$ cat src/rtl/row_result_assembler_if.sv
// Bundle of element-input and row-output signals for row_result_assembler.
// The row side is a valid/ready handshake: a row transfers on any rising edge where row_valid
// and row_ready are both high; row_valid never waits on row_ready, and the payload holds while
// row_valid is high and row_ready is low. The element side (in/validin) has no backpressure.
interface row_result_assembler_if #(
    parameter int DATA_W = 32,
    parameter int N      = 8
);
    logic [DATA_W-1:0]    in;
    logic                 validin;
    logic [N*DATA_W-1:0]  row_out;
    logic                 row_valid;
    logic                 row_ready;
    logic [$clog2(N)-1:0] row_index;
    logic                 block_last;
    logic                 overflow;
    logic                 busy;

    modport master (
        output in, validin, row_ready,
        input  row_out, row_valid, row_index, block_last, overflow, busy
    );

    modport slave (
        input  in, validin, row_ready,
        output row_out, row_valid, row_index, block_last, overflow, busy
    );
endinterface

$ cat src/rtl/row_result_assembler.sv
// Packs a stream of DATA_W-bit dot-product results into N-element rows (element 0 in the MSBs)
// and queues completed rows, tagged with their position in the NxN block, in a small FIFO.
module row_result_assembler #(
    parameter int DATA_W = 32,
    parameter int N      = 8,
    parameter int DEPTH  = 2
) (
    input logic                 clk,
    input logic                 rst_n,
    row_result_assembler_if.slave bus
);
    localparam int IDX_W = $clog2(N);
    localparam int PTR_W = (DEPTH > 1) ? $clog2(DEPTH) : 1;
    localparam int CNT_W = $clog2(DEPTH + 1);
    localparam logic [IDX_W-1:0] LAST_COL = IDX_W'(N - 1);
    localparam logic [CNT_W-1:0] FULL     = CNT_W'(DEPTH);

    logic [IDX_W-1:0]    col_cnt;
    logic [IDX_W-1:0]    row_cnt;
    logic [DATA_W-1:0]   slot_q [N];
    logic [N*DATA_W-1:0] row_next;

    logic [N*DATA_W-1:0] fifo_row  [DEPTH];
    logic [IDX_W-1:0]    fifo_idx  [DEPTH];
    logic                fifo_last [DEPTH];
    logic [PTR_W-1:0]    wr_ptr;
    logic [PTR_W-1:0]    rd_ptr;
    logic [CNT_W-1:0]    count;
    logic                overflow_q;

    logic commit;
    logic pop;
    logic push;

    // The final element bypasses the slot registers so the whole row commits on its own edge.
    always_comb begin
        row_next = '0;
        for (int i = 0; i < N; i++) begin
            row_next[DATA_W*(N-i)-1 -: DATA_W] = (i == N - 1) ? bus.in : slot_q[i];
        end
    end

    assign commit = bus.validin && (col_cnt == LAST_COL);
    assign pop    = (count != '0) && bus.row_ready;
    // A pop in the same cycle frees the head slot, so a full FIFO still accepts the row.
    assign push   = commit && ((count != FULL) || pop);

    always_ff @(posedge clk or negedge rst_n) begin
        if (!rst_n) begin
            col_cnt <= '0;
            row_cnt <= '0;
            for (int i = 0; i < N; i++) slot_q[i] <= '0;
        end else if (bus.validin) begin
            slot_q[col_cnt] <= bus.in;
            col_cnt         <= (col_cnt == LAST_COL) ? '0 : col_cnt + 1'b1;
            if (commit) row_cnt <= (row_cnt == LAST_COL) ? '0 : row_cnt + 1'b1;
        end
    end

    always_ff @(posedge clk or negedge rst_n) begin
        if (!rst_n) begin
            wr_ptr     <= '0;
            rd_ptr     <= '0;
            count      <= '0;
            overflow_q <= 1'b0;
            for (int i = 0; i < DEPTH; i++) begin
                fifo_row[i]  <= '0;
                fifo_idx[i]  <= '0;
                fifo_last[i] <= 1'b0;
            end
        end else begin
            if (push) begin
                fifo_row[wr_ptr]  <= row_next;
                fifo_idx[wr_ptr]  <= row_cnt;
                fifo_last[wr_ptr] <= (row_cnt == LAST_COL);
                wr_ptr            <= wr_ptr + 1'b1;
            end
            if (pop) rd_ptr <= rd_ptr + 1'b1;
            if (push && !pop)      count <= count + 1'b1;
            else if (pop && !push) count <= count - 1'b1;
            // A dropped row still advanced row_cnt above, keeping block alignment.
            if (commit && !push) overflow_q <= 1'b1;
        end
    end

    assign bus.row_out    = fifo_row[rd_ptr];
    assign bus.row_index  = fifo_idx[rd_ptr];
    assign bus.block_last = fifo_last[rd_ptr];
    assign bus.row_valid  = (count != '0);
    assign bus.overflow   = overflow_q;
    assign bus.busy       = (col_cnt != '0) || (count != '0);
endmodule

$ cat src/flat_wrapper.sv
// flat-port wrapper written by rule: the top's interface ports become plain ports
module row_result_assembler_flat 
#(
    parameter int DATA_W = 32,
    parameter int N      = 8,
    parameter int DEPTH  = 2
)
  (clk, rst_n, bus_in, bus_validin, bus_row_ready, bus_row_out, bus_row_valid, bus_row_index, bus_block_last, bus_overflow, bus_busy);
  row_result_assembler_if #(.DATA_W(DATA_W), .N(N)) bus_i ();
  input logic clk;
  input logic rst_n;
  input wire logic [$bits(bus_i.in)-1:0] bus_in;
  input wire logic [$bits(bus_i.validin)-1:0] bus_validin;
  input wire logic [$bits(bus_i.row_ready)-1:0] bus_row_ready;
  output wire logic [$bits(bus_i.row_out)-1:0] bus_row_out;
  output wire logic [$bits(bus_i.row_valid)-1:0] bus_row_valid;
  output wire logic [$bits(bus_i.row_index)-1:0] bus_row_index;
  output wire logic [$bits(bus_i.block_last)-1:0] bus_block_last;
  output wire logic [$bits(bus_i.overflow)-1:0] bus_overflow;
  output wire logic [$bits(bus_i.busy)-1:0] bus_busy;
  assign bus_i.in = bus_in;
  assign bus_i.validin = bus_validin;
  assign bus_i.row_ready = bus_row_ready;
  assign bus_row_out = bus_i.row_out;
  assign bus_row_valid = bus_i.row_valid;
  assign bus_row_index = bus_i.row_index;
  assign bus_block_last = bus_i.block_last;
  assign bus_overflow = bus_i.overflow;
  assign bus_busy = bus_i.busy;
  row_result_assembler #(.DATA_W(DATA_W), .N(N), .DEPTH(DEPTH)) u_core (.clk(clk), .rst_n(rst_n), .bus(bus_i));
endmodule
$ cat config.mk
export PLATFORM = sky130hd
export DESIGN_NAME = row_result_assembler_flat
export DESIGN_NICKNAME = d
export VERILOG_FILES = /design/src/rtl/row_result_assembler_if.sv /design/src/rtl/row_result_assembler.sv /design/src/flat_wrapper.sv
export SDC_FILE = /design/constraint.sdc
export NUM_CORES = 1
export LEC_CHECK = 0
export BUFFER_PORTS_ARGS = -buffer_cell sky130_fd_sc_hd__buf_4
export CORE_ASPECT_RATIO = 1.2
export CORE_MARGIN = 3
export CORE_UTILIZATION = 64
export DETAILED_ROUTE_END_ITERATION = 8
export PLACE_DENSITY = 0.87
export SYNTH_ARGS = -nofsm -noshare
export SYNTH_HDL_FRONTEND = slang
export SYNTH_SLANG_ARGS = --single-unit
export TNS_END_PERCENT = 5
$ cat constraint.sdc
create_clock -name clk -period 4.4 [get_ports clk]
set_input_delay 0 -clock clk [delete_from_list [all_inputs] [get_ports clk]]
set_output_delay 0 -clock clk [all_outputs]
set_load 0.005 [all_outputs]
### After elaboration in Yosys (flattened, before gate mapping)

Index checks and enable logic that the tools add are counted.

* output and inout bits: 263
* bits in read-only memories: 0
* register bits after elaboration: 787
* memories kept: 0
* bits in writable memories: 0
* latch bits: 0

* order comparisons: 5
* multipliers: 0
* equality and inequality tests: 3
* shift operators: 0
* multiplexer cells: 25
* $add $sub $neg: 6
* bitwise logic cells: 3
* reductions and logical operators: 16
* div/mod/pow operators: 0

Operator list (count)
* $mux W256: 4
* $bwmux W512: 1
* $bwmux W256: 1
* $demux W256 S1: 1
* $demux W32 S3: 1
* $mux W32: 1
* $mux W3: 6
* $logic_and A1 B1 Y1: 8
* $add A3 B1 Y3 const B: 2
* $bwmux W6: 1
* $eq A3 B3 Y1 const B: 2
* $ge A2 B2 Y1 const B: 2
* $ge A4 B4 Y1 const B: 1
* $lt A4 B1 Y1 const B: 1
* $mux W1: 4
* $mux W2: 2
* $not A1 Y2: 2
* $not A3 Y4: 1
* $reduce_bool A2 Y1: 2
* $demux W3 S1: 1
* $reduce_bool A3 Y1: 1
* $add A1 B1 Y1 const B: 2
* $add A2 B1 Y2 const B: 1
* $bwmux W2: 1
* 7 further kinds: 9

### Depth between registers and ports, before layout

* depth in word-level cells: 8
* mapped depth: 8
* gate-level depth less buffers: 8

### Least setup slack after synthesis

Ideal clock, no wire load.

* path kind: register -> register
* start: register u_core.col_cnt[0]
* end: register u_core.fifo_idx[0] (netlist bit)
* setup slack: 2.402 ns
* path buffers: 3
* setup time: 0.125 ns
* period minus slack after synthesis: 1.998 ns
* arrival time: 1.873 ns
* cell stages (with the launch flop): 9
* cell sequence: dfrtp_1 -> ha_1 -> ha_1 -> and2_1 -> nand3b_1 -> buf_2 -> buf_4 -> buf_6 -> mux2_2

* cells in the longest elaborated chain, start to end: 3

Ends and longest elaborated chain
* start, declared: RTL line row_result_assembler.sv:18 `logic [IDX_W-1:0] col_cnt;`
* start signal, assigned: RTL line row_result_assembler.sv:55 `col_cnt <= (col_cnt == LAST_COL) ? '0 : col_cnt + 1'b1;`
* $eq A3 B3 Y1: RTL line row_result_assembler.sv:43 `assign commit = bus.validin && (col_cnt == LAST_COL);`
* $logic_and A1 B1 Y1: RTL line row_result_assembler.sv:43
* $logic_and A1 B1 Y1: RTL line row_result_assembler.sv:46 `assign push = commit && ((count != FULL) || pop);`
* end signal, assigned by index: RTL line row_result_assembler.sv:74 `fifo_idx[wr_ptr] <= row_cnt;`
* end, declared: RTL line row_result_assembler.sv:24 `logic [IDX_W-1:0] fifo_idx [DEPTH];`

No other way between the ends.
A chain may end at the register's enable or synchronous reset.

### Worst setup path after layout

* start: register u_core.rd_ptr
* end: output port bus_row_out[171]

* cells in the longest elaborated chain, start to end: 4

Ends and longest elaborated chain
* start, declared: RTL line row_result_assembler.sv:27 `logic [PTR_W-1:0] rd_ptr;`
* start signal, assigned: RTL line row_result_assembler.sv:78 `if (pop) rd_ptr <= rd_ptr + 1'b1;`
* $not A1 Y2 (implied by the code): RTL line row_result_assembler.sv:86 `assign bus.row_out = fifo_row[rd_ptr];`
* $mux W256 (implied by the code) (3 in series): RTL line row_result_assembler.sv:86
* end, declared: RTL line flat_wrapper.sv:15 `output wire logic [$bits(bus_i.row_out)-1:0] bus_row_out;`

No other way between the ends. The select of a mux whose other input is x is not followed.

==> impl_metrics.csv <==
group,metric,value,unit
critical_path,cp_data_required_time,4.40,ns
logic_synthesis,synth_cells,1915,
clock_tree,postCtsSetupBuffers,0,
global_routing,grt_pass1_vias,19100,
timing,finalHoldViolations,0,
floorplan,start_util,64.8,%
clock_tree,cts_tree,"yes",
global_routing,grt_max_degree,150,
logic_synthesis,yosys-top-cells-area,"dfrtp_1, mux2_2, mux2_1, buf_2, buf_6",
clock_tree,ctsLongestPathBuffers,3,
global_routing,grt_usage,27.7,%
route,vias,17200,
critical_path,timing.rr.start,"u_core.col_cnt[1]",
critical_path,crit_path_start_kind,"flop",
logic_synthesis,seq_area_frac_synth,60.4,%
floorplan,die_area,51500,sq um
clock_tree,htree_levels,3,
place,hpwl,42.5,mm
logic_synthesis,syn_area_per_cell,16.3,sq um
global_routing,grt_remaining_overflow,0,
critical_path,worst_setup_path_end_kind,"output pin",
global_routing,grt_pass1_wl,110,mm
clock_tree,clkSlewWorstSetupHoldPaths,0.06,ns
logic_synthesis,synth.most_common_cell,"mux2_2",
critical_path,endpoint,"bus_row_out[171]",
logic_synthesis,synth_area_leader_cell,"dfrtp_1",
run_status,status,"completed",
logic_synthesis,synthXorXnorAreaFrac,0.140,%
logic_synthesis,synthTopCellsByCount,"mux2_2, dfrtp_1, mux2_1",
route,drtPass1Iterations,4,
timing,drv_slew,0,
floorplan,die_w,208,um
logic_synthesis,synth_edf_count,0,
timing,finalCritPeriodShare,64.4,%
logic_synthesis,netlist_area,31300,sq um
critical_path,critical_path_class,"flop to output pin",
pwr,ir_worst_vdd,0.526,mV
clock_tree,cts.sinks,755,
global_routing,antenna_found_initial,5,
logic_synthesis,synth_fp_nets,1957,
logic_synthesis,yosys.area_share.adder,0.240,%
critical_path,rr_endpoint,"u_core.fifo_row[266]",
timing,worst_pin_slew,1.01,ns
logic_synthesis,synth_top_family_by_area,"multiplexers",
place,io_buffers,298,
floorplan,row_count,88,
floorplan,die_y,248,um
critical_path,worstRegToRegCells,6,
logic_synthesis,ys_warn_count,0,
route,drc,0,
logic_synthesis,synth_mux_area_share,36.2,%
pwr,leakage,17.9,nW
timing,setup_viol,0,
critical_path,regToRegSetupSlack,1.73,ns
final_layout,syn_to_final_growth,18.0,%
floorplan,io_pins,299,
logic_synthesis,post_synth_num_cell_types,25,
timing,fmax,0.353,GHz
logic_synthesis,dominantRegCellSynth,"dfrtp_1",
critical_path,startpoint,"u_core.rd_ptr",
timing,whs,0.0168,ns
final_layout,design_area,36900,sq um
floorplan,core,48200,sq um
logic_synthesis,yosys.area_share.simple,0.484,%
route,drt_iter0_markers,1000,
logic_synthesis,synth.top_cell.area_share,60.4,%
route,viasPerCell,5.90,
critical_path,arrival,2.83,ns
timing,skew,0.0204,ns
place,place.gp.congestion,0.761,
critical_path,cp_max_fo,105,
timing,rsz0062_at_grt,"false",
timing,fin_tns_setup,0,ns
run,cap_violations,0,
worst_hold_path,min_path_type,"input port to async pin",
final_layout,drive_gt1_share,54.7,%
route,wl_per_cell,24.3,um
pwr,power_density,750,nW/um^2
clock_tree,clock_latency,0.60,ns
logic_synthesis,synth_seq_cells,755,
place,dpl_cell_area,33900,sq um
route,wl,71.1,mm
route,postRouteAntennaNets,0,
timing,period_needed,2.83,ns
clock_tree,cts_root_buf,"clkbuf_16",
clock_tree,numCtsBuffers,73,
logic_synthesis,synth_compound_area_share,0.0961,%
logic_synthesis,ys_async_sr_fraction,100,%
timing,max_slew_margin,32.7,%
final_layout,layout.nets,2276,
clock_tree,ctsResizeCount,0,
-- registers in the layout, indices dropped and copies added (netlist names) --
| name | cells |
|---|---|
| u_core.row_next | 224 |
| u_core.fifo_idx | 6 |
| u_core.col_cnt | 3 |
| u_core.row_cnt | 3 |
| u_core.count | 2 |
| u_core.fifo_last | 2 |
| u_core.wr_ptr | 1 |
| u_core.rd_ptr | 1 |
| u_core.fifo_row | 512 |
| u_core.bus.overflow | 1 |
-- worst min path at each step --
stage,start,endpoint,cells after the start,slack (ns)
after detailed placement,rst_n,u_core.fifo_row[108],1,0.12
after CTS,rst_n,u_core.row_next[108],2,0.07
after global placement,rst_n,u_core.fifo_row[364],1,0.10
after global routing,rst_n,u_core.row_next[108],2,0.11
after floorplan,rst_n,u_core.bus.overflow,0,-0.30
final,rst_n,u_core.fifo_row[365],2,0.02
-- layer usage --
| layer | vias up | wire length [um] | GRT usage [%] |
|---|---|---|---|
| met1 | 9279 | 29100 | 35.9 |
| met5 | - | 0 | 0 |
| met3 | 98 | 3820 | 5.64 |
| met4 | 0 | 1810 | 8.99 |
| li1 | 7506 | - | - |
| met2 | 361 | 36400 | 47.5 |
-- cells in the final DEF, fill, tap and decap left out --
cell,synthesis,routed
mux2_2,801,801
dfrtp_1,755,754
buf_4,24,308
mux2_1,205,205
clkbuf_16,0,79
dlygate4sd3_1,0,35
clkbuf_8,0,17
clkbuf_1,13,12
clkinv_2,0,11
buf_12,0,11
bufinv_16,0,10
ha_1,6,6
nand2_1,5,5
nor3_2,0,4
inv_1,3,3
or3_2,0,3
o21ai_0,3,3
xor2_1,3,3
diode_2,0,2
nor2_1,2,2
xnor2_1,2,2
nand2b_1,2,2
a21o_1,2,2
nor3b_4,1,1
or2_2,1,1
or3b_2,1,1
and2_1,1,1
nand3b_1,1,1
nor3_4,1,1
nor3_1,5,1
nand3_1,1,1
inv_6,0,1
buf_8,0,1
dfrtp_4,0,1
-- power by group --
group / internal [mW] / switching, mW
combinational: 5.48 / 3.53
sequential: 9.98 / 1.93
clock: 4.13 / 2.59
total: 19.6 / 8.04
-- kinds of logic (layout without fill, tap and decap cells) --
| family | Yosys count | after routing |
|---|---|---|
| flops | 755 | 755 |
| buf+inv | 114 | 488 |
| compound gates | 5 | 5 |
| other cells | 0 | 2 |
| simple gates | 24 | 24 |
| fa+ha+maj | 6 | 6 |
| xor+xnor | 5 | 5 |
| mux | 1006 | 1006 |
-- stage by stage --
step                utilization, %  instances  setup WS (ns)  power [mW]
floorplan                        -       1915           2.40        16.6
global placement              70.3       2754           1.85        20.2
detailed placement            70.3       2754           1.81        20.9
CTS                           76.4       2919           1.58        27.8
global route                  76.5       2920           1.52        29.1
finish                        76.5       2921           1.57        27.6
-- area by class of cell --
cell class / instances / area [sq um]
Antenna cell: 2 / 5.00
Clock buffer: 108 / 2260
Clock inverter: 22 / 364
Fill cell: 2838 / 11400
Inverter: 3 / 11.3
Multi-Input combinational cell: 1046 / 11700
Sequential cell: 755 / 18900
Tap cell: 630 / 788
Timing Repair Buffer: 355 / 2900
-- worst max-delay path, cell delays in order (launching register included) --
cell     delay [ns]
dfrtp_4        0.94
buf_12         0.45
mux2_2         0.44
buf_4          0.14
-- repair_timing --
item / in CTS / in global routing
hold buffers: 35 / 0
setup endpoints to repair: 0 / 0
endpoints found under the hold margin: 396 / 0
No activity file was read; power rests on OpenSTA's default activity.
